--- config.mk ---
export PLATFORM = sky130hd
export DESIGN_NAME = mano_sequencer
export DESIGN_NICKNAME = d
export VERILOG_FILES = /design/src/rtl/mano_sequencer.sv
export SDC_FILE = /design/constraint.sdc
export NUM_CORES = 1
export LEC_CHECK = 0
export ABC_CLOCK_PERIOD_IN_PS = 3400
export CAP_MARGIN = 25
export CORE_ASPECT_RATIO = 1.2
export CORE_UTILIZATION = 45
export CTS_CLUSTER_SIZE = 10
export DETAILED_ROUTE_END_ITERATION = 10
export GPL_ROUTABILITY_DRIVEN = 0
export PLACE_DENSITY = 0.89
export SETUP_SLACK_MARGIN = 0.4
export SYNTH_ARGS = -nofsm -noshare
export SYNTH_HDL_FRONTEND = slang
export SYNTH_SLANG_ARGS = --single-unit
--- constraint.sdc ---
create_clock -name clk -period 3.4 [get_ports clk]
set_input_delay 0.68 -clock clk [delete_from_list [all_inputs] [get_ports clk]]
set_output_delay 0.68 -clock clk [all_outputs]
set_load 0.01 [all_outputs]
--- src/rtl/mano_sequencer.sv ---
// mano_sequencer
//   Control sequencer for the Mano-machine datapath. It steps the timing
//   sequence counter through T0..T6 and decodes the instruction captured from
//   the datapath IR. From those it drives the micro-operation word that the
//   datapath executes on each rising edge. It also tracks halt state and
//   counts retired instructions.
//
// Parameters
//   CW_W   control word width (only 17 is supported)
//   CNT_W  width of the retired-instruction counter
//
// Ports
//   clk          system clock, rising edge
//   reset        asynchronous, active-high reset
//   start        launches fetch when sampled in IDLE or HALT
//   ir           datapath IR: [15] I, [14:12] opcode, [11:0] address/reg bits
//   ac_zero      datapath AC == 0
//   ac_neg       datapath AC sign bit
//   e_flag       datapath E flip-flop
//   dr_zero      datapath DR == 0 (post-increment value, used in ISZ T6)
//   control_mem  micro-operation word for the current T state
//   opcode       opcode latched from the current instruction
//   sc           current T index (0 in IDLE and HALT)
//   busy         1 in any T state
//   halted       1 in HALT
//   instr_count  retired instructions, wrapping
module mano_sequencer #(
  parameter int CW_W  = 17,
  parameter int CNT_W = 16
) (
  input  logic             clk,
  input  logic             reset,
  input  logic             start,
  input  logic [15:0]      ir,
  input  logic             ac_zero,
  input  logic             ac_neg,
  input  logic             e_flag,
  input  logic             dr_zero,
  output logic [CW_W-1:0]  control_mem,
  output logic [2:0]       opcode,
  output logic [2:0]       sc,
  output logic             busy,
  output logic             halted,
  output logic [CNT_W-1:0] instr_count
);

  // Control word bit positions.
  localparam int B_AR_PC   = 16;
  localparam int B_IR_M    = 15;
  localparam int B_PC_INC  = 14;
  localparam int B_AR_IR   = 13;
  localparam int B_AR_M    = 12;
  localparam int B_DR_M    = 11;
  localparam int B_AC_AND  = 10;
  localparam int B_AC_ADD  = 9;
  localparam int B_AC_DR   = 8;
  localparam int B_M_AC    = 7;
  localparam int B_M_PC    = 6;
  localparam int B_AR_INC  = 5;
  localparam int B_PC_AR   = 4;
  localparam int B_DR_INC  = 3;
  localparam int B_M_DR    = 2;
  localparam int B_REG_OP  = 1;
  localparam int B_HALT    = 0;

  localparam logic [2:0] OP_AND = 3'd0;
  localparam logic [2:0] OP_ADD = 3'd1;
  localparam logic [2:0] OP_LDA = 3'd2;
  localparam logic [2:0] OP_STA = 3'd3;
  localparam logic [2:0] OP_BUN = 3'd4;
  localparam logic [2:0] OP_BSA = 3'd5;
  localparam logic [2:0] OP_ISZ = 3'd6;
  localparam logic [2:0] OP_REG = 3'd7;

  typedef enum logic [3:0] {
    S_IDLE = 4'd0,
    S_HALT = 4'd1,
    S_T0   = 4'd2,
    S_T1   = 4'd3,
    S_T2   = 4'd4,
    S_T3   = 4'd5,
    S_T4   = 4'd6,
    S_T5   = 4'd7,
    S_T6   = 4'd8
  } state_t;

  state_t     state;
  state_t     state_next;
  logic       instr_end;
  logic       i_bit;
  // Only IR bits [4:0] are ever consulted by the sequencer (skip selects and
  // HLT); the remaining register-reference bits are decoded by the datapath.
  logic [4:0] reg_bits;
  logic [2:0] sc_next;
  logic       busy_next;
  logic       skip;
  logic       unused_ir_bits;

  assign unused_ir_bits = ^ir[11:5];

  // Register-reference skip: any enabled condition advances PC once more.
  assign skip = (reg_bits[4] & ~ac_neg & ~ac_zero) |
                (reg_bits[3] &  ac_neg) |
                (reg_bits[2] &  ac_zero) |
                (reg_bits[1] & ~e_flag);

  // Next-state decode; instr_end flags the last T state of an instruction so
  // the retired counter advances exactly once per completed instruction.
  always_comb begin
    state_next = state;
    instr_end  = 1'b0;
    case (state)
      S_IDLE, S_HALT: if (start) state_next = S_T0;
      S_T0: state_next = S_T1;
      S_T1: state_next = S_T2;
      S_T2: state_next = S_T3;
      S_T3: begin
        if (opcode == OP_REG) begin
          instr_end  = 1'b1;
          state_next = (!i_bit && reg_bits[0]) ? S_HALT : S_T0;
        end else begin
          state_next = S_T4;
        end
      end
      S_T4: begin
        if (opcode == OP_STA || opcode == OP_BUN) begin
          instr_end  = 1'b1;
          state_next = S_T0;
        end else begin
          state_next = S_T5;
        end
      end
      S_T5: begin
        if (opcode == OP_ISZ) begin
          state_next = S_T6;
        end else begin
          instr_end  = 1'b1;
          state_next = S_T0;
        end
      end
      S_T6: begin
        instr_end  = 1'b1;
        state_next = S_T0;
      end
      default: state_next = S_IDLE;
    endcase
  end

  // sc/busy are registered from the next state so they line up with state.
  always_comb begin
    sc_next   = 3'd0;
    busy_next = 1'b1;
    case (state_next)
      S_T0: sc_next = 3'd0;
      S_T1: sc_next = 3'd1;
      S_T2: sc_next = 3'd2;
      S_T3: sc_next = 3'd3;
      S_T4: sc_next = 3'd4;
      S_T5: sc_next = 3'd5;
      S_T6: sc_next = 3'd6;
      default: busy_next = 1'b0;
    endcase
  end

  // State register plus latched instruction fields. The IR is captured at
  // the edge ending T2 so later IR changes cannot disturb the instruction.
  always_ff @(posedge clk or posedge reset) begin
    if (reset) begin
      state       <= S_IDLE;
      opcode      <= 3'd0;
      i_bit       <= 1'b0;
      reg_bits    <= 5'd0;
      sc          <= 3'd0;
      busy        <= 1'b0;
      halted      <= 1'b0;
      instr_count <= '0;
    end else begin
      state  <= state_next;
      sc     <= sc_next;
      busy   <= busy_next;
      halted <= (state_next == S_HALT);
      if (state == S_T2) begin
        i_bit    <= ir[15];
        opcode   <= ir[14:12];
        reg_bits <= ir[4:0];
      end
      if (instr_end) instr_count <= instr_count + CNT_W'(1);
    end
  end

  // Micro-operation word: combinational decode of state, latched fields and
  // the live status flags. IDLE and HALT produce an all-zero NOP.
  always_comb begin
    control_mem = '0;
    case (state)
      S_T0: control_mem[B_AR_PC] = 1'b1;
      S_T1: begin
        control_mem[B_IR_M]   = 1'b1;
        control_mem[B_PC_INC] = 1'b1;
      end
      S_T2: control_mem[B_AR_IR] = 1'b1;
      S_T3: begin
        if (opcode == OP_REG) begin
          if (!i_bit) begin
            control_mem[B_REG_OP] = 1'b1;
            control_mem[B_PC_INC] = skip;
            control_mem[B_HALT]   = reg_bits[0];
          end
        end else begin
          control_mem[B_AR_M] = i_bit;
        end
      end
      S_T4: begin
        case (opcode)
          OP_AND, OP_ADD, OP_LDA, OP_ISZ: control_mem[B_DR_M] = 1'b1;
          OP_STA: control_mem[B_M_AC] = 1'b1;
          OP_BUN: control_mem[B_PC_AR] = 1'b1;
          OP_BSA: begin
            control_mem[B_M_PC]   = 1'b1;
            control_mem[B_AR_INC] = 1'b1;
          end
          default: control_mem = '0;
        endcase
      end
      S_T5: begin
        case (opcode)
          OP_AND: control_mem[B_AC_AND] = 1'b1;
          OP_ADD: control_mem[B_AC_ADD] = 1'b1;
          OP_LDA: control_mem[B_AC_DR]  = 1'b1;
          OP_BSA: control_mem[B_PC_AR]  = 1'b1;
          OP_ISZ: control_mem[B_DR_INC] = 1'b1;
          default: control_mem = '0;
        endcase
      end
      S_T6: begin
        control_mem[B_M_DR]   = 1'b1;
        control_mem[B_PC_INC] = dr_zero;
      end
      default: control_mem = '0;
    endcase
  end

endmodule
* Word level (Yosys, flattened, before mapping)
Index checks and enable logic that the tools add are counted.
Cells by class: $lt $le $gt $ge 0, muxes and demuxes 34, equal/unequal tests 23, multipliers 0, shifts and indexed selects 0, reduce and logical (&&, ||, !) cells 8, bitwise logic cells 11, divide/modulo/power cells 0, $add $sub $neg 1
Operator list (number):
- $eq 4x3->1 const B | 8
- $pmux 4 s8 | 1
- $mux 1 | 20
- $pmux 3 s6 | 1
- $pmux 9 s2 | 1
- $add 16x1->16 const B | 1
- $eq 4x2->1 const B | 4
- $eq 3x3->1 const B | 4
- $mux 2 | 5
- $eq 4x1->1 const B | 2
- $eq 4x4->1 const B | 2
- $mux 4 | 2
- $reduce_or 7->1 | 1
- $eq 3x2->1 const B | 2
- $mux 3 | 2
- $and 1x1->1 | 5
- $logic_not 4->1 | 1
- $pmux 1 s4 | 1
- $reduce_or 4->1 | 1
- $eq 3x1->1 const B | 1
- $logic_not 3->1 | 1
- $not 1->1 | 3
- $or 1x1->1 | 3
- $pmux 1 s3 | 1
- 4 further kinds | 4
Word-level totals: word-level logic and storage cells 85, register bits 34, output and inout port bits 41, input port bits 23, memories kept 0, latch bits 0, memory bits (read-only) 0, bits in writable memories 0

* Depth between registers and ports, before layout
depth in word-level cells 9, mapped depth 8, gate-level depth less buffers 5

* Least setup slack after synthesis
Ideal clock, no wire load.
path kind register to output, start register state[3], end output control_mem[9], cell stages (with the launch flop) 5, arrival 1433 ps, path slack 1287 ps, required time 2720 ps, path buffers 1, cells stage by stage dfrtp_1 > buf_2 > nand2b_1 > or3_1 > nor3b_1
Between the ends: cells in the longest elaborated chain, start to end 2, elaborated cells between the ends (all ways) 3, classes of those cells eq/ne (2); mux (1)
RTL lines:
- from (decl) | line 87 | state_t state;
- from (signal assigned) | line 178 | state <= state_next;
- $eq 4x3->1 | line 195 | case (state)
- $pmux 9 s2 (*) | line 195
- to (decl) | line 39 | output logic [CW_W-1:0] control_mem,
Mark *: on every way between the ends. The rest lies on a longest branch, timed or not.

* Worst setup path in the final report
start register state[1], end output control_mem[0]
Between the ends: cells in the longest elaborated chain, start to end 2
RTL lines (line):
- $eq 4x3->1 | 195
- $mux 2
No other way between the ends.

==> impl_results.md <==
- Status: completed
- Max-cap violations: 0
- DR vias: 1547
- R2R cell count: 4
- Worst vdd ir: 0.510 mV
- Die span in y: 72.4 um
- DR iter-0 viols: 74
- RSZ-0062 raised after global routing: yes
- Distinct cells, synth: 47
- Worst slew pin tran: 625 ps
- Met1 GRT Util: 26.0%
- H-Tree Depth: 2
- Synth Instances: 178
- Worst Hold Slack: 472 ps
- FFs w/ async S/R, synth: 100%
- Top Usage Layer GRT: met2
- Setup Viol. Count Final: 0
- Crit path max fanout: 18
- Hold_sp: instr_count[15]
- Yosys reg bits: 34
- Total Nets Final: 256
- Leak: 1.04 nW
- Hold Path Class: flop to flop
- Synth cell count leaders: 34 x dfrtp_1, 14 x nand2_1, 13 x xnor2_1, 9 x mux2_2, 9 x nor2_1
- Total GRT Usage: 19.4%
- TritonCTS Buffers: 5
- Total DRC errors in the routed layout: 0
- Fin. max-slew vios: 0
- Share of cells above drive strength 1: between 10% and 20%
- Number of global-route vias before repair: roughly 1400
- Multiplexer area fraction after synthesis: 5.45%
- R2R Setup Slk: between 1000 and 1500 ps
- Largest net degree at the start of global routing: 35
- FF+latch area: between 800 and 900 um^2
- Buffers on Ports: 56
- CTS Hold Bufs: 0
- Largest family of logic cells by synthesized area: simple AND/OR/NAND/NOR gates
- Fillers: 336
- Seq/Total Area, Yosys: 45.8%
- Rel. slew slack: 58.3%
- Setup Total Neg Slack: 0 ps
- Rows: 25
- Clock Skew: ~6.2 ps
- Hold path cells: 1
- Post-Synth XOR/XNOR Area: 7.94%
- Clock slew at reported path FFs: 70 ps
- Yosys top cell by area: dfrtp_1
- Global routing usage on met3: 5.53%
- PostCTS Resize Cnt: 1
- Initial Util: 47.2%
- Synth warn: 0
- Worst EP arrival: 2230 ps
- Post-CTS repair timing setup buffer count: 0
- GR Layer Usage met2: 31.6%
- Number of synthesized flops with an enable pin: 0
- Fin. Hold Viols: 0
- Clock root buffer: clkbuf_8
- Simple-gate share of the synthesized area: 26.4%
- Worst Setup End Kind: primary output
- Adder-cell share of the synthesized area: 0.673%
- Layout Utilization: between 60 and 70%
- Full die area: 4390 um^2
- IO Count: 64
- FF-to-FF Start: opcode[0]
- CP endpoint: control_mem[0]
- Post-synthesis compound-gate area fraction: under 10%
- Final period util: between 80% and 90%
- Clock sink count: 34
- CTS tree: yes
- HPWL after DPL: 2940 um
- Total inserted antenna cells: 0
- Core Area: around 3900 um^2
- Yosys top cell area share: 45.8%
- Overflow after GRT: 0
- Final cell count without fillers: 287
- Most common cell in the netlist: dfrtp_1
- Clock Path Buffers: 2
- Mapped Nets: 202
- CP Class: flop to primary output
- Initial antenna violation count: 0
- Vias/cell: about 5.4
- Synth Area per Inst: 10.4 um^2
- Cells after DPL: approximately 280
- Final worst path period need: 2910 ps
- Top_reg_cell synth: dfrtp_1
- WP data required: 2720 ps
- R2r endpoint: instr_count[1]
- Area of the multi-input gates: 903 um^2
- Clk Latency, worst-skew pair: 270 ps
- Max Clk Rate: 344 MHz
- Worst Setup Start Kind: flop
- PD cells: roughly 740 nW/um^2
- First-pass GRT wire length: 6490 um
- Area contributors post-synth: dfrtp_1 46%, xnor2_1 6.1%, mux2_2 5.5%, nand2_1 2.8%, and3_1 2.4%
- Area grow syn2layout: 35.7%
- First-pass iteration count of the detailed router: 4
- Start point of the critical path: state[1]
- Final instance area: ~2500 um^2
- Dpl cell area: 2420 um^2
- Mapped cell area: 1860 um^2
- WL final: around 3900 um
- Post-DRT Antenna Nets: 0
- Width of the die: 60.7 um
- Routed length per placed instance: approximately 14 um
## cell families after synthesis
| logic type | count (synthesis) |
|---|---|
| adder cells (fa/ha/maj) | 1 |
| XOR/XNOR | 16 |
| flip-flops | 34 |
| AND/OR/NAND/NOR | 78 |
| multiplexers | 9 |
| buffers and inverters | 19 |
| AO/OA/AOI/OAI | 21 |
## through the flow
step                      worst slack (ps)  power (mW)
after floorplan                       1290        1.29
after global placement                 322        1.55
after detailed placement               327        1.57
after CTS                              407        1.87
after global routing                   372        2.00
final                                  493        1.86
## power by group
group,leakage [nW],switching [mW],total (mW),internal (mW)
Combinational,0.565,0.378,0.816,0.438
Clock,0.0482,0.134,0.297,0.163
Sequential,0.430,0.215,0.752,0.537
## critical path, cell delays in order, from the launching register on
cell and delay, ps:
dfrtp_2 510, and4bb_2 430, nor4b_4 270, nand2_1 120, inv_1 80, clkdlybuf4s50_1 530
## routing by layer
layer | wire length, um | vias up
met5 | 0 | -
met3 | 221 | 4
met4 | 40 | 0
met1 | 1630 | 749
met2 | 2000 | 52
li1 | - | 742
## placed cells by master (no fill, tap or decap), types with 2 or more instances in the layout
master           netlist  layout
a21oi_1                5       5
and3_1                 7       7
and4bb_2               2       2
buf_4                  1       2
clkbuf_8               0       6
clkdlybuf4s50_1        0      55
dfrtp_1               34      30
dfrtp_2                0       4
inv_1                  8       8
mux2_2                 9       9
nand2_1               14      14
nand2b_1               6       5
nand3_1                6       6
nand3b_1               3       3
nand4_1                6       6
nor2_1                 9       9
nor2b_1                2       2
nor3_1                 7       7
nor4_1                 2       2
o21ai_0                6       6
or2_2                  2       2
or3_1                  2       2
xnor2_1               13      13
xor2_1                 2       2
## flip-flops by register name (all words and copies together) (netlist names)
name,flops
reg_bits,5
busy,1
i_bit,1
instr_count,16
opcode,3
sc,3
halted,1
state,4
## cell type report
class,count,share of cell area [%]
Clock inverter,1,0.198
Sequential cell,34,33.9
Inverter,8,1.19
Clock buffer,7,3.42
Multi-Input combinational cell,125,35.8
Tap cell,54,2.68
Timing Repair Buffer,58,22.8
## how the worst min path moves through the flow
| stage | endpoint | slack, ps |
|---|---|---|
| global route | instr_count[15] | 500 |
| global placement | instr_count[15] | 460 |
| finish | instr_count[15] | 470 |
| CTS | instr_count[15] | 480 |
| detailed placement | instr_count[15] | 470 |
| floorplan | reg_bits[1] | 480 |
Note: power is estimated with default switching activity, not from simulation.
